**src/rtl/ram_arb_pkg.sv**
```systemverilog
// Shared definitions for the two-port RAM arbiter: port ids and the command-stage control record.
package ram_arb_pkg;

    localparam logic ID_M0 = 1'b0;
    localparam logic ID_M1 = 1'b1;

    // The command stage pairs this record with the address/write-data registers of the top.
    typedef struct packed {
        logic valid;
        logic we;
        logic id;
    } cmd_ctrl_t;

endpackage

```
**src/rtl/ram_arbiter_rr_arb2.sv**
```systemverilog
// Two-way round-robin picker; the registered pointer remembers the last winner.
module rr_arb2
    import ram_arb_pkg::*;
(
    input  logic       clk,
    input  logic       rst_n,
    input  logic [1:0] i_req,
    output logic [1:0] o_gnt
);

    logic r_last;

    // On a tie, the port that did not win last time gets the grant.
    always_comb begin
        o_gnt = 2'b00;
        if (&i_req) begin
            o_gnt = (r_last == ID_M1) ? 2'b01 : 2'b10;
        end else begin
            o_gnt = i_req;
        end
    end

    always_ff @(posedge clk or negedge rst_n) begin
        if (!rst_n) begin
            r_last <= ID_M1;
        end else if (|o_gnt) begin
            r_last <= o_gnt[ID_M1];
        end
    end

endmodule

```
**src/rtl/ram_arbiter.sv**
```systemverilog
// Round-robin arbiter sharing one single-port synchronous RAM between M0 (CPU) and M1 (loader).
// Optional M1 write protection above WP_BASE is enabled by defining RAM_ARB_WPROT_EN.
module ram_arbiter
    import ram_arb_pkg::*;
#(
    parameter int                    DATA_WIDTH = 8,
    parameter int                    ADDR_WIDTH = 8,
    parameter logic [ADDR_WIDTH-1:0] WP_BASE    = 8'hC0
)
(
    input  logic                  clk,
    input  logic                  rst_n,
    input  logic                  m0_req,
    input  logic                  m0_we,
    input  logic [ADDR_WIDTH-1:0] m0_addr,
    input  logic [DATA_WIDTH-1:0] m0_wdata,
    output logic                  m0_gnt,
    output logic                  m0_rvalid,
    input  logic                  m1_req,
    input  logic                  m1_we,
    input  logic [ADDR_WIDTH-1:0] m1_addr,
    input  logic [DATA_WIDTH-1:0] m1_wdata,
    output logic                  m1_gnt,
    output logic                  m1_rvalid,
    output logic                  m1_err,
    output logic [DATA_WIDTH-1:0] rdata,
    output logic                  ram_we,
    output logic [ADDR_WIDTH-1:0] ram_addr,
    output logic [DATA_WIDTH-1:0] ram_din,
    input  logic [DATA_WIDTH-1:0] ram_dout
);

`ifdef RAM_ARB_WPROT_EN
    localparam logic WPROT_ON = 1'b1;
`else
    localparam logic WPROT_ON = 1'b0;
`endif

    logic [1:0]            w_gnt;
    logic                  w_any;
    logic                  w_sel;
    logic                  w_we;
    logic [ADDR_WIDTH-1:0] w_addr;
    logic [DATA_WIDTH-1:0] w_wdata;
    logic                  w_prot;

    cmd_ctrl_t             r_cmd;
    logic [ADDR_WIDTH-1:0] r_addr;
    logic [DATA_WIDTH-1:0] r_wdata;
    logic                  r_err;
    logic                  r_rv0;
    logic                  r_rv1;

    rr_arb2 u_arb (
        .clk   (clk),
        .rst_n (rst_n),
        .i_req ({m1_req, m0_req}),
        .o_gnt (w_gnt)
    );

    assign m0_gnt  = w_gnt[ID_M0];
    assign m1_gnt  = w_gnt[ID_M1];
    assign w_any   = |w_gnt;
    assign w_sel   = w_gnt[ID_M1];
    assign w_we    = w_sel ? m1_we    : m0_we;
    assign w_addr  = w_sel ? m1_addr  : m0_addr;
    assign w_wdata = w_sel ? m1_wdata : m0_wdata;

    // A protected M1 write is still granted and kept as a write (so it never returns rvalid).
    assign w_prot  = WPROT_ON & w_gnt[ID_M1] & m1_we & (m1_addr >= WP_BASE);

    always_ff @(posedge clk or negedge rst_n) begin
        if (!rst_n) begin
            r_cmd   <= '0;
            r_addr  <= '0;
            r_wdata <= '0;
            r_err   <= 1'b0;
        end else begin
            r_cmd.valid <= w_any;
            r_cmd.we    <= w_any & w_we;
            r_cmd.id    <= w_sel;
            r_err       <= w_prot;
            if (w_any) begin
                r_addr  <= w_addr;
                r_wdata <= w_wdata;
            end
        end
    end

    // The RAM registers its read during the command cycle, so the valid is delayed by one more stage.
    always_ff @(posedge clk or negedge rst_n) begin
        if (!rst_n) begin
            r_rv0 <= 1'b0;
            r_rv1 <= 1'b0;
        end else begin
            r_rv0 <= r_cmd.valid & ~r_cmd.we & (r_cmd.id == ID_M0);
            r_rv1 <= r_cmd.valid & ~r_cmd.we & (r_cmd.id == ID_M1);
        end
    end

    assign ram_we    = r_cmd.valid & r_cmd.we & ~r_err;
    assign ram_addr  = r_addr;
    assign ram_din   = r_wdata;
    assign m1_err    = r_err;
    assign m0_rvalid = r_rv0;
    assign m1_rvalid = r_rv1;
    assign rdata     = ram_dout;

endmodule

```
**config.mk**
```make
export PLATFORM = sky130hd
export DESIGN_NAME = ram_arbiter
export DESIGN_NICKNAME = d
export VERILOG_FILES = /design/src/rtl/ram_arb_pkg.sv /design/src/rtl/ram_arbiter_rr_arb2.sv /design/src/rtl/ram_arbiter.sv
export SDC_FILE = /design/constraint.sdc
export NUM_CORES = 1
export LEC_CHECK = 0
export ABC_AREA = 1
export BUFFER_PORTS_ARGS = -buffer_cell sky130_fd_sc_hd__buf_2
export CAP_MARGIN = 40
export CORE_MARGIN = 2
export CORE_UTILIZATION = 39
export CTS_CLUSTER_DIAMETER = 40
export CTS_CLUSTER_SIZE = 28
export DETAILED_ROUTE_END_ITERATION = 6
export GPL_TIMING_DRIVEN = 0
export PLACE_DENSITY = 0.73
export SLEW_MARGIN = 20
export SYNTH_ARGS = -nofsm -noshare
export SYNTH_HDL_FRONTEND = slang
export SYNTH_SLANG_ARGS = --single-unit
```
**constraint.sdc**
```tcl
create_clock -name clk -period 1.1 [get_ports clk]
set_input_delay 0 -clock clk [delete_from_list [all_inputs] [get_ports clk]]
set_output_delay 0 -clock clk [all_outputs]
set_load 0.05 [all_outputs]
```
==> qor.yml, run 1 <==
outcome:
  status: "complete, but fails checks"
  violations: "hold timing, setup timing"
finish:
  nets: 298
  area_growth_pct: 66.1
  antenna_cells: 0
  fillers: 253
  final_util_pct: 68.1
  layout.cells.non_filler: 295
  final_cell_area_sq_um: 2100
  drive_gt1_share_pct: 49.0
synth:
  netlist_area_sq_um: 1260
  ys_seq_area_share_pct: 43.7
  syn_nets: 199
  synth_top_cell_by_area: "dfrtp_1"
  synthArstFlopShare_pct: 100
  avgSynthCellArea_sq_um: 8.25
  synth-main-ff-cell: "dfrtp_1"
  ys_ff_latch: 22
  yosys.cell_count.top_type: "nand3_1"
  yosys-top-cells-area: "dfrtp_1 (42%), nand3_1 (15%), nand2_1 (11%)"
  synth-edff-count: 0
  ys_warn_count: 0
  synth.distinct_cells: 16
  syn_inst: 153
  yosys-top-cells-count: "nand3_1 (39), nand2_1 (37), dfrtp_1 (21), inv_1 (19), buf_4 (11)"
  synth_top_area_share_pct: 41.6
detailed_routing:
  met2_wirelength_mm: 1.92
  dr_wl_met3_microns: 166
  drt_iter0_markers: 41
  highest_layer: "met4"
  drc: 0
  met1Wirelength_mm: 1.46
  num_vias: 1401
  routed_wl_mm: 3.59
  viasPerCell: 4.75
  dr.pass1.iters: 4
  antenna_left: 0
  wl_per_cell_microns: 12.2
critical_path:
  worstSetupPathType: "reg -> reg"
  crit_path_cell_trace: "inv_2, nand2_4, nand2_8, buf_4, clkbuf_16, nand3_2, nand2_1"
  critPathLaunchType: "flip-flop"
  critPathArrivalTime_ns: 1.52
  slowest_delay_ns: 0.58
  path_max_fanout: 5
  crit_slowest_cell: "dfstp_2"
  cp-end-kind: "flip-flop"
  cp.required_ns: 1.31
sta:
  period_share_pct: 119
  drv_slew: 0
  fin_ws_ns: -0.208
  finalHoldViolations: 6
  hold-worst-slack_ns: -0.00770
  clock_skew_ns: 0.00577
  rsz0062_at_grt: "true"
  setup_viol: 19
  fmax_mhz: 765
  period_needed_ns: 1.31
clock_network:
  clkSinkCount: 22
  cts_root_buf: "clkbuf_4"
  cts.path.max_buffers: 2
  cts_buffers: 3
  cts_tree: "done"
  htreeDepth: 1
  clk-insertion-delay-late_ns: 0.31
  path_clk_slew_ns: 0.11
die:
  die_x_microns: 60.9
  core_area_sq_um: 3080
  die_y_microns: 60.9
  placementRows: 20
  start_util_pct: 41.0
  die_area_sq_um: 3710
  io_pins: 76
hold_path:
  hp-class: "in -> reg"
global_routing:
  overflow: 0
  grt_pass1_vias: 1171
  grt_max_degree: 23
  antenna_found_initial: 0
  grt_first_pass_wirelength_mm: 5.03
  grt_usage_pct: 18.4
placement:
  gp_congestion: 0.831
  port_buffers: 64
  dpl.hpwl_mm: 2.22
  postPlaceCellArea_sq_um: 1640
  dp_cells: 261
run:
  cap_violations: 0
power:
  pwr_density_cell_nw_per_um2: 1370
  leakage_nw: 1.18
  ir_drop_v: 0.000606
flip-flops by register name, summed over array words and instances (netlist names):
name          flops
ram_addr          8
ram_din           8
r_cmd             3
m0_rvalid         1
m1_rvalid         1
u_arb.r_last      1
power by group:
group / total [mW] / internal [mW] / switching [mW]
combinational: 1.26 / 0.449 / 0.816
clock: 0.612 / 0.369 / 0.243
sequential: 1.01 / 0.926 / 0.0799
logic make-up (layout without fill, tap and decap cells):
logic type	Yosys count	after routing	synth area share (%)
compound gates	1	1	0.396
flops	22	22	43.7
other cells	1	1	0.297
buf+inv	38	136	17.4
simple gates	91	91	38.2
worst paths after layout:
| path | from | slack (ns) | cells after the start | endpoint |
|---|---|---|---|---|
| setup / recovery | u_arb.r_last | -0.21 | 7 | ram_addr[2] |
| hold / removal | m1_addr[6] | -0.008 | 5 | ram_addr[6] |
| setup reg to reg | u_arb.r_last | -0.21 | 7 | ram_addr[2] |
| hold reg to reg | r_cmd[0] | 0.45 | 1 | m0_rvalid |
| max in group asynchronous | rst_n | 0.58 | 2 | u_arb.r_last |
| min in group asynchronous | rst_n | 0.16 | 2 | r_cmd[0] |
cell type report:
cell class	count	area, sq um	area share [%]
plain buffers	17	150	7.16
multi-input cells	93	536	25.5
inverters	21	83.8	4.00
clock buffers	3	22.5	1.07
repair buffers	94	668	31.9
well taps	44	55.1	2.63
flip-flops and latches	22	552	26.3
clock inverters	1	30.0	1.43
per-stage QoR:
step | setup TNS (ns) | worst slack [ns] | power [mW]
after floorplan | -0.411 | -0.124 | 1.79
after global placement | -0.898 | -0.100 | 2.04
after detailed placement | -1.00 | -0.114 | 2.06
after CTS | -1.64 | -0.202 | 2.81
after global routing | -3.64 | -0.258 | 3.02
final | -2.64 | -0.208 | 2.88
timing repair:
| action | in CTS | in global routing |
|---|---|---|
| hold buffers | 14 | 2 |
| hold endpoints to repair | 32 | 2 |
| gates cloned | 1 | 1 |
| pin swaps | 12 | 11 |
| setup buffers | 9 | 4 |
| gates resized for setup | 17 | 10 |
| endpoints found under the setup margin | 13 | 22 |
placed cells by master, fill, tap and decap left out:
master,synthesis,final
buf_12,0,1
buf_16,0,1
buf_2,2,63
buf_4,11,18
buf_6,3,6
buf_8,1,4
bufinv_16,0,1
clkbuf_16,0,1
clkbuf_4,0,4
conb_1,1,1
dfrtp_1,21,21
dfstp_2,1,1
dlygate4sd3_1,0,16
inv_1,19,18
inv_2,2,1
inv_4,0,2
nand2_1,37,34
nand2_2,0,3
nand2_4,4,2
nand2_8,0,2
nand3_1,39,35
nand3_2,9,13
nor3_1,1,1
nor3b_1,1,1
o21ai_0,1,1
per-layer routing:
layer | vias to the layer above | GRT usage, %
li1 | 675 | -
met1 | 672 | 22.0
met2 | 49 | 32.3
met3 | 5 | 2.77
met4 | 0 | 8.39
met5 | - | 0
worst max-delay path: cells and delay by family, from the launching register on:
family | cells | cell delay, ns
simple gates | 4 | 0.28
buf+inv | 3 | 0.35
flops | 1 | 0.58
Power figures use the tool's default switching activity.
==> inputs of run 2 (changes only) <==
Settings changed: CORE_MARGIN 2 to default.
==> run 2 against run 1 <==
  * Final area down 4.1%
  * Highest routed layer unchanged
  * Hold slack worse by 0.0022 ns
  * Maximum frequency rose by 0.95%
  * Combinational power hardly changed
  * Clock power decreased by 39%
  * Die area fell by 6.5%
  * Power is 8.6% lower
  * Sequential share of layout area is 1.1 points higher
  * The flow still finishes with violations (hold timing, setup timing)
  * Routed wire length fell by 6.9%
  * First-iteration DRC count grew 7.3%
==> qor.yml, run 2 (synthesis gave the netlist of run 1 again) <==
critical_path:
  cp-end-kind: "output port"  # was flip-flop
  slowest_delay_ns: 0.57  # was 0.58 ns
  cp-endpoint: "m1_gnt"  # was ram_addr[2]
  r2r-end: "r_cmd[1]"  # was ram_addr[2]
  ff2ff_path_depth: 8  # was 7
  path_max_fanout: 3  # was 5
  worstSetupPathType: "reg -> out"  # was reg -> reg
  reg2reg_slack_ns: -0.16  # was -0.21 ns
  critPathLaunchType: "flip-flop"  # unchanged
  crit_path_cell_trace: "buf_6, nand2_8, nand2_8, inv_6, buf_8"  # was inv_2, nand2_4, nand2_8, buf_4, clkbuf_16, nand3_2, nand2_1
  critPathLaunch: "u_arb.r_last"  # unchanged
  crit_slowest_cell: "dfstp_2"  # unchanged
  critPathArrivalTime_ns: 1.30  # was 1.52 ns
  path_common_cell: "nand2_8"
  path_delay_family: "flip-flops"  # unchanged
  reg2reg_from: "u_arb.r_last"  # unchanged
  crit_buf_inv: 3  # unchanged
  cp.required_ns: 1.10  # was 1.31 ns
  path_depth: 5  # was 7
die:
  io_pins: 76  # unchanged
  core_area_sq_um: 3050  # was 3080 sq um
  start_util_pct: 41.4  # was 41.0%
  placementRows: 20  # unchanged
  die_x_microns: 58.9  # was 60.9 microns
  die_y_microns: 58.9  # was 60.9 microns
  die_area_sq_um: 3470  # was 3710 sq um
detailed_routing:
  wl_per_cell_microns: 11.6  # was 12.2 microns
  dr.pass1.iters: 5  # was 4
  drc: 0  # unchanged
  antenna_left: 0  # unchanged
  num_vias: 1309  # was 1,401
  routed_wl_mm: 3.34  # was 3.59 mm
  drt_iter0_markers: 44  # was 41
  viasPerCell: 4.53  # was 4.75
outcome:
  violations: "hold timing, setup timing"  # unchanged
  status: "complete, but fails checks"  # unchanged
clock_network:
  clkSinkCount: 22  # unchanged
  cts_buffers: 3  # unchanged
  htreeDepth: 1  # unchanged
  path_clk_slew_ns: 0.12  # was 0.11 ns
  cts_root_buf: "clkbuf_4"  # unchanged
  clk-insertion-delay-late_ns: 0.30  # was 0.31 ns
  cts_tree: "done"  # unchanged
  cts.path.max_buffers: 2  # unchanged
global_routing:
  grt_first_pass_wirelength_mm: 5.15  # was 5.03 mm
  antenna_found_initial: 0  # unchanged
  grt_usage_pct: 19.9  # was 18.4%
  grt_pass1_vias: 1151  # was 1,171
  grt_max_degree: 23  # unchanged
  overflow: 0  # unchanged
sta:
  fin_ws_ns: -0.196  # was -0.208 ns
  finalHoldViolations: 2  # was 6
  hold-worst-slack_ns: -0.00993  # was -0.00770 ns
  period_share_pct: 118  # was 119%
  fmax_mhz: 772  # was 765 MHz
  clock_skew_ns: 0.00266  # was 0.00577 ns
  rsz0062_at_grt: "true"  # unchanged
  setup_viol: 22  # was 19
  drv_slew: 0  # unchanged
  period_needed_ns: 1.30  # was 1.31 ns
placement:
  dpl.hpwl_mm: 2.18  # was 2.22 mm
  dp_cells: 261  # unchanged
  port_buffers: 64  # unchanged
  gp_congestion: 0.753  # was 0.831
finish:
  final_cell_mix: "buf_2 (64), nand3_1 (39), nand2_1 (35), dfrtp_1 (21), inv_1 (18)"  # was buf_2 (63), nand3_1 (35), nand2_1 (34), dfrtp_1 (21)
  layout.cells.non_filler: 289  # was 295
  nets: 292  # was 298
  area_growth_pct: 59.4  # was 66.1%
  antenna_cells: 0  # unchanged
  drive_gt1_share_pct: 47.8  # was 49.0%
  final_common_cell: "buf_2"  # unchanged
hold_path:
  hp-class: "in -> reg"  # unchanged
power:
  ir_drop_v: 0.000438  # was 0.000606 V
  pwr_density_cell_nw_per_um2: 1310  # was 1370 nW/um^2
  leakage_nw: 1.14  # was 1.18 nW
  finalPower_mw: 2.64  # was 2.88 mW
run:
  cap_violations: 0  # unchanged
-- run 2: timing repair --
| item | 4_1_cts | 5_1_grt |
|---|---|---|
| hold buffers | 6 | 4 |
| pin swaps | 7 | 2 |
| setup endpoints to repair | 16 | 22 |
| gates resized for setup | 22 | 3 |
| setup buffers | 10 | 1 |
| hold endpoints to repair | 26 | 4 |
| cloned | 3 | 0 |
-- run 2: layout make-up --
cell class	instances	area [sq um]
Sequential cell	22	552
Tap cell	44	55.1
Fill cell	266	1040
Timing Repair Buffer	88	617
Buffer	17	154
Inverter	21	86.3
Clock buffer	4	26.3
Multi-Input combinational cell	93	522
-- run 2: worst min path at each step --
| stage | from | end | slack [ns] | cells after the start |
|---|---|---|---|---|
| floorplan | rst_n | m0_rvalid | -0.30 | 0 |
| global placement | rst_n | ram_din[7] | -0.01 | 1 |
| detailed placement | rst_n | ram_din[7] | -0.02 | 1 |
| CTS | m0_wdata[3] | ram_din[3] | 0.0006 | 5 |
| global route | m0_wdata[6] | ram_din[6] | 0.002 | 5 |
| finish | m0_addr[5] | ram_addr[5] | -0.01 | 5 |
-- run 2: worst register-to-register path: stages (launching register included) --
cell	delay, ns
dfstp_2	0.57
buf_6	0.12
nand2_8	0.06
nand2_8	0.08
inv_6	0.04
buf_4	0.12
buf_6	0.11
nand2_2	0.04
nand2_1	0.04
-- run 2: per-layer routing --
layer | vias up | global-route usage, % | wire (microns)
li1 | 656 | - | -
met1 | 591 | 24.1 | 1350
met2 | 51 | 34.9 | 1740
met3 | 11 | 2.86 | 161
met4 | 0 | 8.50 | 91
met5 | - | 0 | 0
-- run 2: through the flow --
step	cell area, sq um	utilization, %	setup TNS, ns	setup slack, ns	hold slack [ns]
floorplan	1270	-	-0.411	-0.124	-0.296
global placement	1640	53.8	-0.908	-0.101	-0.0126
detailed placement	1640	53.8	-1.16	-0.125	-0.0192
CTS	1950	63.9	-2.62	-0.194	0.000613
global route	2010	65.9	-3.90	-0.250	0.00247
finish	2010	65.9	-2.80	-0.196	-0.00993
-- run 2: power breakdown --
| part | switching (mW) | internal (mW) | total [mW] |
|---|---|---|---|
| logic | 0.816 | 0.450 | 1.27 |
| clock network | 0.234 | 0.141 | 0.376 |
| registers | 0.0682 | 0.926 | 0.994 |
